<file path="config.mk">
export PLATFORM = sky130hd
export DESIGN_NAME = widexor_arbiter
export DESIGN_NICKNAME = d
export VERILOG_FILES = /design/src/rtl/widexor_pkg.sv /design/src/rtl/widexor_arbiter_rr_arbiter.sv /design/src/rtl/widexor_arbiter.sv
export SDC_FILE = /design/constraint.sdc
export NUM_CORES = 1
export LEC_CHECK = 0
export ABC_CLOCK_PERIOD_IN_PS = 2300
export CAP_MARGIN = 20
export CELL_PAD_IN_SITES_DETAIL_PLACEMENT = 1
export CELL_PAD_IN_SITES_GLOBAL_PLACEMENT = 2
export CORE_ASPECT_RATIO = 2
export CORE_MARGIN = 4
export CORE_UTILIZATION = 25
export CTS_CLUSTER_DIAMETER = 50
export DETAILED_ROUTE_END_ITERATION = 12
export GPL_TIMING_DRIVEN = 0
export PLACE_DENSITY_LB_ADDON = 0.1
export SETUP_SLACK_MARGIN = 0.1
export SYNTH_ARGS = -nofsm -noshare
export SYNTH_HDL_FRONTEND = slang
export SYNTH_HIERARCHICAL = 1
export SYNTH_SLANG_ARGS = --single-unit
export TNS_END_PERCENT = 20
</file>
<file path="constraint.sdc">
create_clock -name clk -period 2.3 [get_ports clk]
set_clock_uncertainty 0.05 [all_clocks]
set_input_delay 0.345 -clock clk [delete_from_list [all_inputs] [get_ports clk]]
set_output_delay 0.345 -clock clk [all_outputs]
set_load 0.005 [all_outputs]
</file>
<file path="src/rtl/widexor_pkg.sv">
// -----------------------------------------------------------------------------
// widexor_pkg
// Shared types for the wide-XOR reduction arbiter:
//   - state_e    : controller states (IDLE, ACCUM, RESULT)
//   - clog2_min1 : ceil(log2(n)) but never less than 1, for index widths
//   - result_t   : registered result bundle (data, id, count, overflow)
// The RES_* localparams size result_t and are the default values of the
// top-level parameters, so the bundle and the ports line up.
// -----------------------------------------------------------------------------
package widexor_pkg;

  typedef enum logic [1:0] {
    IDLE   = 2'd0,
    ACCUM  = 2'd1,
    RESULT = 2'd2
  } state_e;

  // A single requester still needs a 1-bit id field.
  function automatic int clog2_min1(input int n);
    return (n <= 2) ? 1 : $clog2(n);
  endfunction

  localparam int RES_WIDTH     = 128;
  localparam int RES_NREQ      = 4;
  localparam int RES_MAX_BEATS = 16;
  localparam int RES_ID_W      = clog2_min1(RES_NREQ);
  localparam int RES_CNT_W     = $clog2(RES_MAX_BEATS + 1);

  typedef struct packed {
    logic [RES_WIDTH-1:0] data;
    logic [RES_ID_W-1:0]  id;
    logic [RES_CNT_W-1:0] count;
    logic                 overflow;
  } result_t;

endpackage

</file>
<file path="src/rtl/widexor_arbiter_rr_arbiter.sv">
// -----------------------------------------------------------------------------
// rr_arbiter
// Purely combinational round-robin picker: returns the first set request bit
// at or after i_ptr, wrapping around NREQ.
// Ports:
//   i_req        NREQ   request vector
//   i_ptr        ID_W   search start position (always < NREQ)
//   o_grant_oh   NREQ   one-hot winner (all zero when no request)
//   o_grant_idx  ID_W   encoded winner (0 when no request)
// -----------------------------------------------------------------------------
module rr_arbiter
  import widexor_pkg::*;
#(
  parameter  int NREQ = 4,
  localparam int ID_W = clog2_min1(NREQ)
) (
  input  logic [NREQ-1:0] i_req,
  input  logic [ID_W-1:0] i_ptr,
  output logic [NREQ-1:0] o_grant_oh,
  output logic [ID_W-1:0] o_grant_idx
);

  always_comb begin
    logic            w_found;
    logic [ID_W-1:0] w_idx;
    o_grant_oh  = '0;
    o_grant_idx = '0;
    w_found     = 1'b0;
    w_idx       = '0;
    // Walk the requesters in priority order starting at i_ptr.
    for (int k = 0; k < NREQ; k++) begin
      w_idx = ID_W'((int'(i_ptr) + k) % NREQ);
      if (!w_found && i_req[w_idx]) begin
        w_found           = 1'b1;
        o_grant_oh[w_idx] = 1'b1;
        o_grant_idx       = w_idx;
      end
    end
  end

endmodule

</file>
<file path="src/rtl/widexor_arbiter.sv">
// -----------------------------------------------------------------------------
// widexor_arbiter
// Multi-beat wide-XOR reduction engine shared by NREQ requesters. A granted
// requester streams WIDTH-bit operands (valid/ready/last); they are folded
// into one accumulator with XOR and returned on a single result channel.
// Access is serialised with round-robin arbitration.
//
// Optional feature macro: WIDEXOR_ARB_PARITY_EN
//   defined     : res_parity = ^result, registered with res_data
//   not defined : res_parity tied to 0, no reduction logic
//
// Ports:
//   clk, rst_n    clock, asynchronous active-low reset
//   req_valid     NREQ        per-requester operand valid
//   req_last      NREQ        per-requester final-operand marker
//   req_data      NREQ*WIDTH  operands, requester i at [i*WIDTH +: WIDTH]
//   req_ready     NREQ        per-requester accept (at most one bit set)
//   res_valid     1           result available
//   res_ready     1           result consumer accept
//   res_data      WIDTH       XOR of all accepted operands
//   res_id        ID_W        requester owning the result
//   res_count     CNT_W       operands folded in
//   res_overflow  1           transaction cut at MAX_BEATS without last
//   res_parity    1           reduction XOR of res_data (feature macro)
// -----------------------------------------------------------------------------
module widexor_arbiter
  import widexor_pkg::*;
#(
  parameter  int WIDTH     = RES_WIDTH,
  parameter  int NREQ      = RES_NREQ,
  parameter  int MAX_BEATS = RES_MAX_BEATS,
  localparam int ID_W      = clog2_min1(NREQ),
  localparam int CNT_W     = $clog2(MAX_BEATS + 1)
) (
  input  logic                  clk,
  input  logic                  rst_n,
  input  logic [NREQ-1:0]       req_valid,
  input  logic [NREQ-1:0]       req_last,
  input  logic [NREQ*WIDTH-1:0] req_data,
  output logic [NREQ-1:0]       req_ready,
  output logic                  res_valid,
  input  logic                  res_ready,
  output logic [WIDTH-1:0]      res_data,
  output logic [ID_W-1:0]       res_id,
  output logic [CNT_W-1:0]      res_count,
  output logic                  res_overflow,
  output logic                  res_parity
);

  state_e           r_state;
  state_e           w_state_next;
  logic [ID_W-1:0]  r_rr_ptr;
  logic [ID_W-1:0]  r_grant;
  logic [NREQ-1:0]  r_grant_oh;
  logic [WIDTH-1:0] r_acc;
  logic [CNT_W-1:0] r_count;
  result_t          r_res;

  logic [ID_W-1:0]  w_arb_idx;
  logic [NREQ-1:0]  w_arb_oh;
  logic [ID_W-1:0]  w_rr_ptr_next;
  logic [WIDTH-1:0] w_req_word [NREQ];
  logic [WIDTH-1:0] w_beat;
  logic             w_beat_valid;
  logic             w_beat_last;
  logic             w_hs;
  logic             w_cap;
  logic             w_exit;
  logic             w_take_last;
  logic             w_overflow;
  logic [WIDTH-1:0] w_acc_next;
  logic [CNT_W-1:0] w_count_inc;

  // Split the flat operand bus into one word per requester.
  genvar gi;
  generate
    for (gi = 0; gi < NREQ; gi++) begin : g_word
      assign w_req_word[gi] = req_data[gi*WIDTH +: WIDTH];
    end
  endgenerate

  rr_arbiter #(
    .NREQ (NREQ)
  ) u_rr_arbiter (
    .i_req       (req_valid),
    .i_ptr       (r_rr_ptr),
    .o_grant_oh  (w_arb_oh),
    .o_grant_idx (w_arb_idx)
  );

  assign w_beat       = w_req_word[r_grant];
  assign w_beat_valid = req_valid[r_grant];
  assign w_beat_last  = req_last[r_grant];
  assign w_hs         = (r_state == ACCUM) && w_beat_valid;
  assign w_acc_next   = r_acc ^ w_beat;
  assign w_count_inc  = r_count + CNT_W'(1);
  // Hitting the beat limit ends the transaction even without last; that
  // case alone is flagged as an overflow.
  assign w_cap        = (w_count_inc == CNT_W'(MAX_BEATS));
  assign w_exit       = w_beat_last || w_cap;
  assign w_overflow   = w_cap && !w_beat_last;
  assign w_take_last  = w_hs && w_exit;

  // Next round-robin start is the requester after the one just served.
  assign w_rr_ptr_next = (r_grant == ID_W'(NREQ - 1)) ? '0 : r_grant + ID_W'(1);

  // State register
  always_ff @(posedge clk or negedge rst_n) begin
    if (!rst_n) begin
      r_state <= IDLE;
    end else begin
      r_state <= w_state_next;
    end
  end

  // Next-state and handshake outputs
  always_comb begin
    w_state_next = r_state;
    req_ready    = '0;
    res_valid    = 1'b0;
    case (r_state)
      IDLE: begin
        if (|req_valid) begin
          w_state_next = ACCUM;
        end
      end
      ACCUM: begin
        req_ready = r_grant_oh;
        if (w_take_last) begin
          w_state_next = RESULT;
        end
      end
      RESULT: begin
        res_valid = 1'b1;
        if (res_ready) begin
          w_state_next = IDLE;
        end
      end
      default: begin
        w_state_next = IDLE;
      end
    endcase
  end

  // Grant, accumulator and result registers
  always_ff @(posedge clk or negedge rst_n) begin
    if (!rst_n) begin
      r_rr_ptr   <= '0;
      r_grant    <= '0;
      r_grant_oh <= '0;
      r_acc      <= '0;
      r_count    <= '0;
      r_res      <= '0;
    end else begin
      case (r_state)
        IDLE: begin
          r_acc   <= '0;
          r_count <= '0;
          if (|req_valid) begin
            r_grant    <= w_arb_idx;
            r_grant_oh <= w_arb_oh;
          end
        end
        ACCUM: begin
          if (w_hs) begin
            r_acc   <= w_acc_next;
            r_count <= w_count_inc;
          end
          // Snapshot the result so it stays stable while RESULT is held.
          if (w_take_last) begin
            r_res.data     <= w_acc_next;
            r_res.id       <= r_grant;
            r_res.count    <= w_count_inc;
            r_res.overflow <= w_overflow;
          end
        end
        RESULT: begin
          if (res_ready) begin
            r_rr_ptr <= w_rr_ptr_next;
          end
        end
        default: begin
        end
      endcase
    end
  end

  assign res_data     = r_res.data;
  assign res_id       = r_res.id;
  assign res_count    = r_res.count;
  assign res_overflow = r_res.overflow;

`ifdef WIDEXOR_ARB_PARITY_EN
  logic r_parity;

  always_ff @(posedge clk or negedge rst_n) begin
    if (!rst_n) begin
      r_parity <= 1'b0;
    end else if (w_take_last) begin
      r_parity <= ^w_acc_next;
    end
  end

  assign res_parity = r_parity;
`else
  assign res_parity = 1'b0;
`endif

endmodule

</file>
==> results of run 1 <==
[power breakdown]
group / total [mW] / internal (mW) / switching, mW
clock network: 5.87 / 3.61 / 2.27
registers: 8.52 / 7.07 / 1.46
logic: 21.1 / 11.6 / 9.56
[worst max-delay path, cell delays in order, from the launching register on]
cell and delay, ps:
dfrtp_1 390, buf_6 130, mux4_2 430, nand2_2 100
buf_12 130, o41ai_4 330, buf_6 180, buf_16 180
buf_12 150, mux2_1 330
[metal layers]
| layer | up-vias | routed length [um] |
|---|---|---|
| met2 | 517 | 36900 |
| li1 | 6213 | - |
| met3 | 50 | 5090 |
| met1 | 7049 | 24600 |
| met4 | 4 | 1030 |
| met5 | - | 27 |
[kinds of logic after synthesis]
logic type,synth area share
adder cells (fa/ha/maj),0.00603
AND/OR/NAND/NOR,0.0732
XOR/XNOR,0.0691
AO/OA/AOI/OAI,0.113
other,0.000226
multiplexers,0.278
flip-flops,0.421
buffers and inverters,0.0398
[worst min path at each step]
stage | start | end | slack (ps) | cells past startpoint
floorplan | rst_n | r_acc[0] | -0.6 | 0
global placement | res_data[35] | res_data[35] | 420 | 1
detailed placement | rst_n | res_data[26] | 310 | 1
CTS | rst_n | res_data[26] | 340 | 2
global route | rst_n | res_data[27] | 380 | 2
finish | rst_n | res_data[26] | 340 | 2
[area by class of cell]
| class | instances | area share |
|---|---|---|
| Clock inverter | 11 | 0.00635 |
| Tap cell | 877 | 0.0413 |
| Sequential cell | 279 | 0.263 |
| Multi-Input combinational cell | 883 | 0.351 |
| Timing Repair Buffer | 686 | 0.264 |
| Buffer | 95 | 0.0341 |
| Clock buffer | 49 | 0.0391 |
| Inverter | 10 | 0.00160 |
[Yosys cell counts (all sizes together) (2+ instances only)]
cell and n:
o21a 2, nand2b 3, nor3 2, a21o 129, buf 47, o21ai 141, and2 5, a221o 4
a31oi 3, a32o 2, nand3 4, and3b 2, nand2 16, mux2 139, o31ai 3, nor3b 130
dfrtp 279, mux4 133, xor2 131, nor2 3, nor2b 2, mux2i 5, ha 8, inv 10
or2 2, clkbuf 49
[what timing repair did]
item,CTS,global route
hold buffers,1,0
gates resized for setup,203,27
buffers inserted,10,2
pin swaps,7,1
hold endpoints to repair,66,0
cloned,3,3
endpoints found under the setup margin,280,277
[flip-flops by register name, indices dropped and copies added (netlist names)]
| name | cells |
|---|---|
| r_acc | 128 |
| r_count | 5 |
| r_grant | 2 |
| r_grant_oh | 4 |
| r_rr_ptr | 2 |
| r_state | 2 |
| res_count | 5 |
| res_data | 128 |
| res_id | 2 |
| res_overflow | 1 |
[stage by stage]
stage	std cells	setup slack, ps
2_1_floorplan	1268	-27.6
3_3_place_gp	2808	-12510
3_5_place_dp	2812	-1100
4_1_cts	2885	-249
5_1_grt	2890	-332
6_report	2890	-249
==> results.json, run 1 <==
{
  "regToRegStartpoint": "r_grant[1]",
  "required_ps": 2650,
  "slew_headroom": 0.497,
  "p_leak_nw": 11.6,
  "synth_seq_area_share": 0.421,
  "coreArea_mm2": 0.0657,
  "setup_viol": 218,
  "die_area_mm2": 0.0708,
  "cts_root_buf": "clkbuf_16",
  "critPathLaunchType": "flop",
  "dpl_cell_area_mm2": 0.0245,
  "htree_levels": 2,
  "ys_async_sr_fraction": 1.00,
  "ant_nets": 0,
  "rr_worst_depth": 9,
  "portBuffers": 663,
  "maxSlewViolCount": 0,
  "grt_pass1_wl_mm": 98.2,
  "multi_input_area_mm2": 0.00933,
  "fin_crit_sh": 1.11,
  "yosysUniqueCellTypes": 49,
  "rows": 133,
  "power_mw": 35.5,
  "dr.pass1.iters": 4,
  "synth_fp_nets": 1799,
  "wl_per_cell_um": 23.4,
  "synth-seq-cells": 279,
  "grt_use_met2": 0.356,
  "area_growth_pct": 60.2,
  "drc": 0,
  "use_met1": 0.195,
  "synth_edf_count": 0,
  "cts_tree": "done",
  "hold_ws_ps": 337,
  "synth_top_area_cell": "dfrtp_1",
  "met3_usage": 0.0502,
  "hold_violations": 0,
  "rsz0062_at_grt": "true",
  "reg2reg_to": "res_data[58]",
  "clockBufferDepth": 3,
  "die_h_um": 372,
  "grt_start_max_net_pins": 111,
  "pwr_density_cell_mw_per_mm2": 1340,
  "layout_commonest_cell": "clkdlybuf4s50_1",
  "violations": "setup timing",
  "routed_wl_mm": 67.7,
  "vias": 13800,
  "syn-mean-instance-area_um2": 13.1,
  "ir_worst_vdd_v": 0.000547,
  "synthFlopType": "dfrtp_1",
  "path_clk_slew_ps": 60,
  "yosys.area.top_type_share": 0.421,
  "status": "finished with violations",
  "rrSetupSlack_ps": -250,
  "drtIter0Drc": 453,
  "busiest_layer": "met2",
  "overflow": 0,
  "setup_ws_ps": -249,
  "crit_start": "r_grant[1]",
  "final-seq-area_mm2": 0.00698,
  "worstMarginPinSlew_ps": 746,
  "layout_common_cells": "658 x clkdlybuf4s50_1, 278 x dfrtp_1, 136 x o21ai_0, 133 x mux4_2",
  "drive_above_1_share": 0.209,
  "track_usage": 0.182,
  "floorplan.initialDensity": 0.253,
  "cap_violations": 0,
  "clock_latency_ps": 530,
  "cts_buffers": 34,
  "num-fill-cells": 6992,
  "place_congestion": 0.726,
  "period_needed_ps": 2550,
  "hpwl_mm": 53.0,
  "io_pins": 665,
  "arrival_ps": 2900,
  "diodes": 0,
  "path_class": "flop to flop",
  "synthCells": 1268,
  "fin_util": 0.405,
  "post-route-cell-area_mm2": 0.0266,
  "cts.sinks": 279,
  "die_w_um": 190,
  "vias_per_cell": 4.79,
  "hold_class": "primary input to asynchronous set/reset pin",
  "fin_nets": 2520,
  "antenna_found_initial": 2,
  "critPathMaxFanout": 10,
  "ys_warn_count": 6,
  "crit_path_end": "res_data[58]",
  "fmax_mhz": 392,
  "synthesis.area_mm2": 0.0166,
  "cp-end-kind": "flop",
  "grt_pass1_vias": 15600,
  "tns_ps": -31370,
  "synth_area_leaders": "dfrtp_1 42%, mux4_2 18%, mux2_1 8.5%, xor2_1 6.9%, nor3b_1 5.9%"
}
Note: power is estimated with default switching activity, not from simulation.
==> run 2, diff against run 1 <==
Settings changed: PLACE_DENSITY set to 0.88, PLACE_DENSITY_LB_ADDON 0.1 to not set, SLEW_MARGIN set to 20.
==> run 2 against run 1 <==
The flow still finishes with violations (setup timing). Register-to-register slack lost 90 ps. Sequential power grew 0.9%. Die area is the same. Sequential share of layout area is essentially flat. Clock power shrank 19%. Combinational power grew 6%. Largest cell class unchanged. Highest routed layer unchanged.
==> results.json, run 2 (same netlist as run 1, synthesis figures left out) <==
{
  "antenna_found_initial": 4,
  "vias_per_cell": 4.88,
  "die_h_um": 372,
  "rrSetupSlack_ps": -330,
  "cts.sinks": 279,
  "area_growth_pct": 60.5,
  "layout_common_cells": "658 x clkdlybuf4s50_1, 277 x dfrtp_1, 136 x o21ai_0, 133 x mux4_2, 130 x xor2_1",
  "layout_commonest_cell": "clkdlybuf4s50_1",
  "violations": "setup timing",
  "wl_per_cell_um": 25.3,
  "ir_worst_vdd_v": 0.000579,
  "wl_met2_mm": 38.6,
  "dr.pass1.iters": 4,
  "rows": 133,
  "slew_headroom": 0.547,
  "fin_crit_sh": 1.15,
  "cts_buffers": 29,
  "path_clk_slew_ps": 70,
  "dp.cells": 2813,
  "arrival_ps": 3040,
  "regToRegStartpoint": "r_grant[1]",
  "path_class": "flop to flop",
  "routed_wl_mm": 73.2,
  "cap_violations": 0,
  "cp-end-kind": "flop",
  "clock_latency_ps": 580,
  "top_layer": "met5",
  "die_w_um": 190,
  "critPathLaunchType": "flop",
  "grt_pass1_vias": 16300,
  "critPathMaxFanout": 5,
  "worstMarginPinSlew_ps": 680,
  "drive_above_1_share": 0.219,
  "place_congestion": 0.865,
  "reg2reg_to": "res_data[35]",
  "crit_start": "r_grant[1]",
  "sw_frac_of_total": 0.391,
  "period_needed_ps": 2630,
  "final_cells": 2894,
  "drtIter0Drc": 394,
  "coreArea_mm2": 0.0657,
  "die_area_mm2": 0.0708,
  "portBuffers": 663,
  "tns_ps": -36450,
  "cts_root_buf": "clkbuf_16",
  "wl_met3_mm": 5.89,
  "floorplan.initialDensity": 0.253,
  "p_leak_nw": 11.6,
  "p_sw_mw": 14.0,
  "track_usage": 0.195,
  "htree_levels": 1,
  "clkPwrFrac": 0.132,
  "hold_class": "primary input to asynchronous set/reset pin",
  "setup_ws_ps": -335,
  "vias": 14100,
  "grt_pass1_wl_mm": 103,
  "p_comb_frac": 0.627,
  "fin_nets": 2525,
  "overflow": 0,
  "required_ps": 2700,
  "cts_tree": "done",
  "rr_worst_depth": 11,
  "pwr_density_cell_mw_per_mm2": 1340,
  "io_pins": 665,
  "rsz0062_at_grt": "true",
  "drc": 0,
  "power_mw": 35.7,
  "p_seq_frac": 0.241,
  "p_int_mw": 21.8,
  "hold_ws_ps": 134,
  "fin_util": 0.405,
  "post-route-cell-area_mm2": 0.0266,
  "hold_violations": 0,
  "pre_cts_slack_ps": -1520,
  "ant_nets": 0,
  "hpwl_mm": 57.0,
  "dpl_cell_area_mm2": 0.0245,
  "crit_path_end": "res_data[35]",
  "fmax_mhz": 380,
  "maxSlewViolCount": 0,
  "setup_viol": 141,
  "grt_start_max_net_pins": 95,
  "status": "finished with violations",
  "clockBufferDepth": 3,
  "detail_route.wirelength.met1_mm": 26.2
}
run 2: cell types whose count changed in the layout (fill, tap and decap cells not counted), moves of 3 or more:
cell           before  now
buf_12             17   23
buf_2               8   11
buf_4              26   18
buf_6               7   12
buf_8               6   10
clkbuf_1           13   10
clkbuf_16          40   35
clkbuf_4           13   22
clkbuf_8           11    3
clkinv_2            3    6
dlygate4sd2_1       4    0
mux2_1             34   28
mux2_4             91   97
run 2: power by group through the flow:
stage	Combinational (mW)	Sequential (mW)	Clock [mW]
after floorplan	11.1	8.37	0
after global placement	18.9	8.43	0
after detailed placement	19.7	8.58	0
after CTS	22.0	8.58	4.93
after global routing	24.1	8.86	5.09
final	22.4	8.60	4.73
run 2: worst min-delay path by stage:
stage                  from  depth (start not counted)             to
2_1_floorplan         rst_n                          0       r_acc[0]
3_3_place_gp   res_data[35]                          1   res_data[35]
3_5_place_dp          rst_n                          1  res_data[120]
4_1_cts               rst_n                          2  res_data[120]
5_1_grt               rst_n                          2     r_acc[120]
6_report              rst_n                          2  res_data[120]
run 2: repair_timing:
| item | CTS | global route |
|---|---|---|
| hold endpoints to repair | 98 | 0 |
| setup buffers | 15 | 2 |
| pin swaps | 4 | 2 |
| gates resized for setup | 212 | 86 |
| cloned | 3 | 6 |
| hold buffers | 1 | 0 |
| endpoints found under the setup margin | 281 | 277 |
run 2: cell type report:
type,instances,area (um2)
Clock buffer,39,783
Timing Repair Buffer,695,7210
Clock inverter,13,135
Antenna cell,2,5.00
Fill cell,6953,39100
Inverter,10,42.5
Sequential cell,279,6980
Tap cell,877,1100
Buffer,96,1000
Multi-Input combinational cell,883,9390
run 2: critical path: stages (launching register included):
cell and delay (ps):
dfrtp_1 390, buf_6 140, mux4_2 390, nand2_2 90, buf_12 140, o41ai_4 320
buf_6 140, buf_6 100, buf_12 110, buf_16 150, clkbuf_16 170, mux2_4 290
run 2: routing by layer:
layer | GRT usage | up-vias
met4 | 0.0748 | 2
li1 | - | 6232
met2 | 0.362 | 608
met3 | 0.0498 | 98
met1 | 0.211 | 7192
met5 | 0 | -
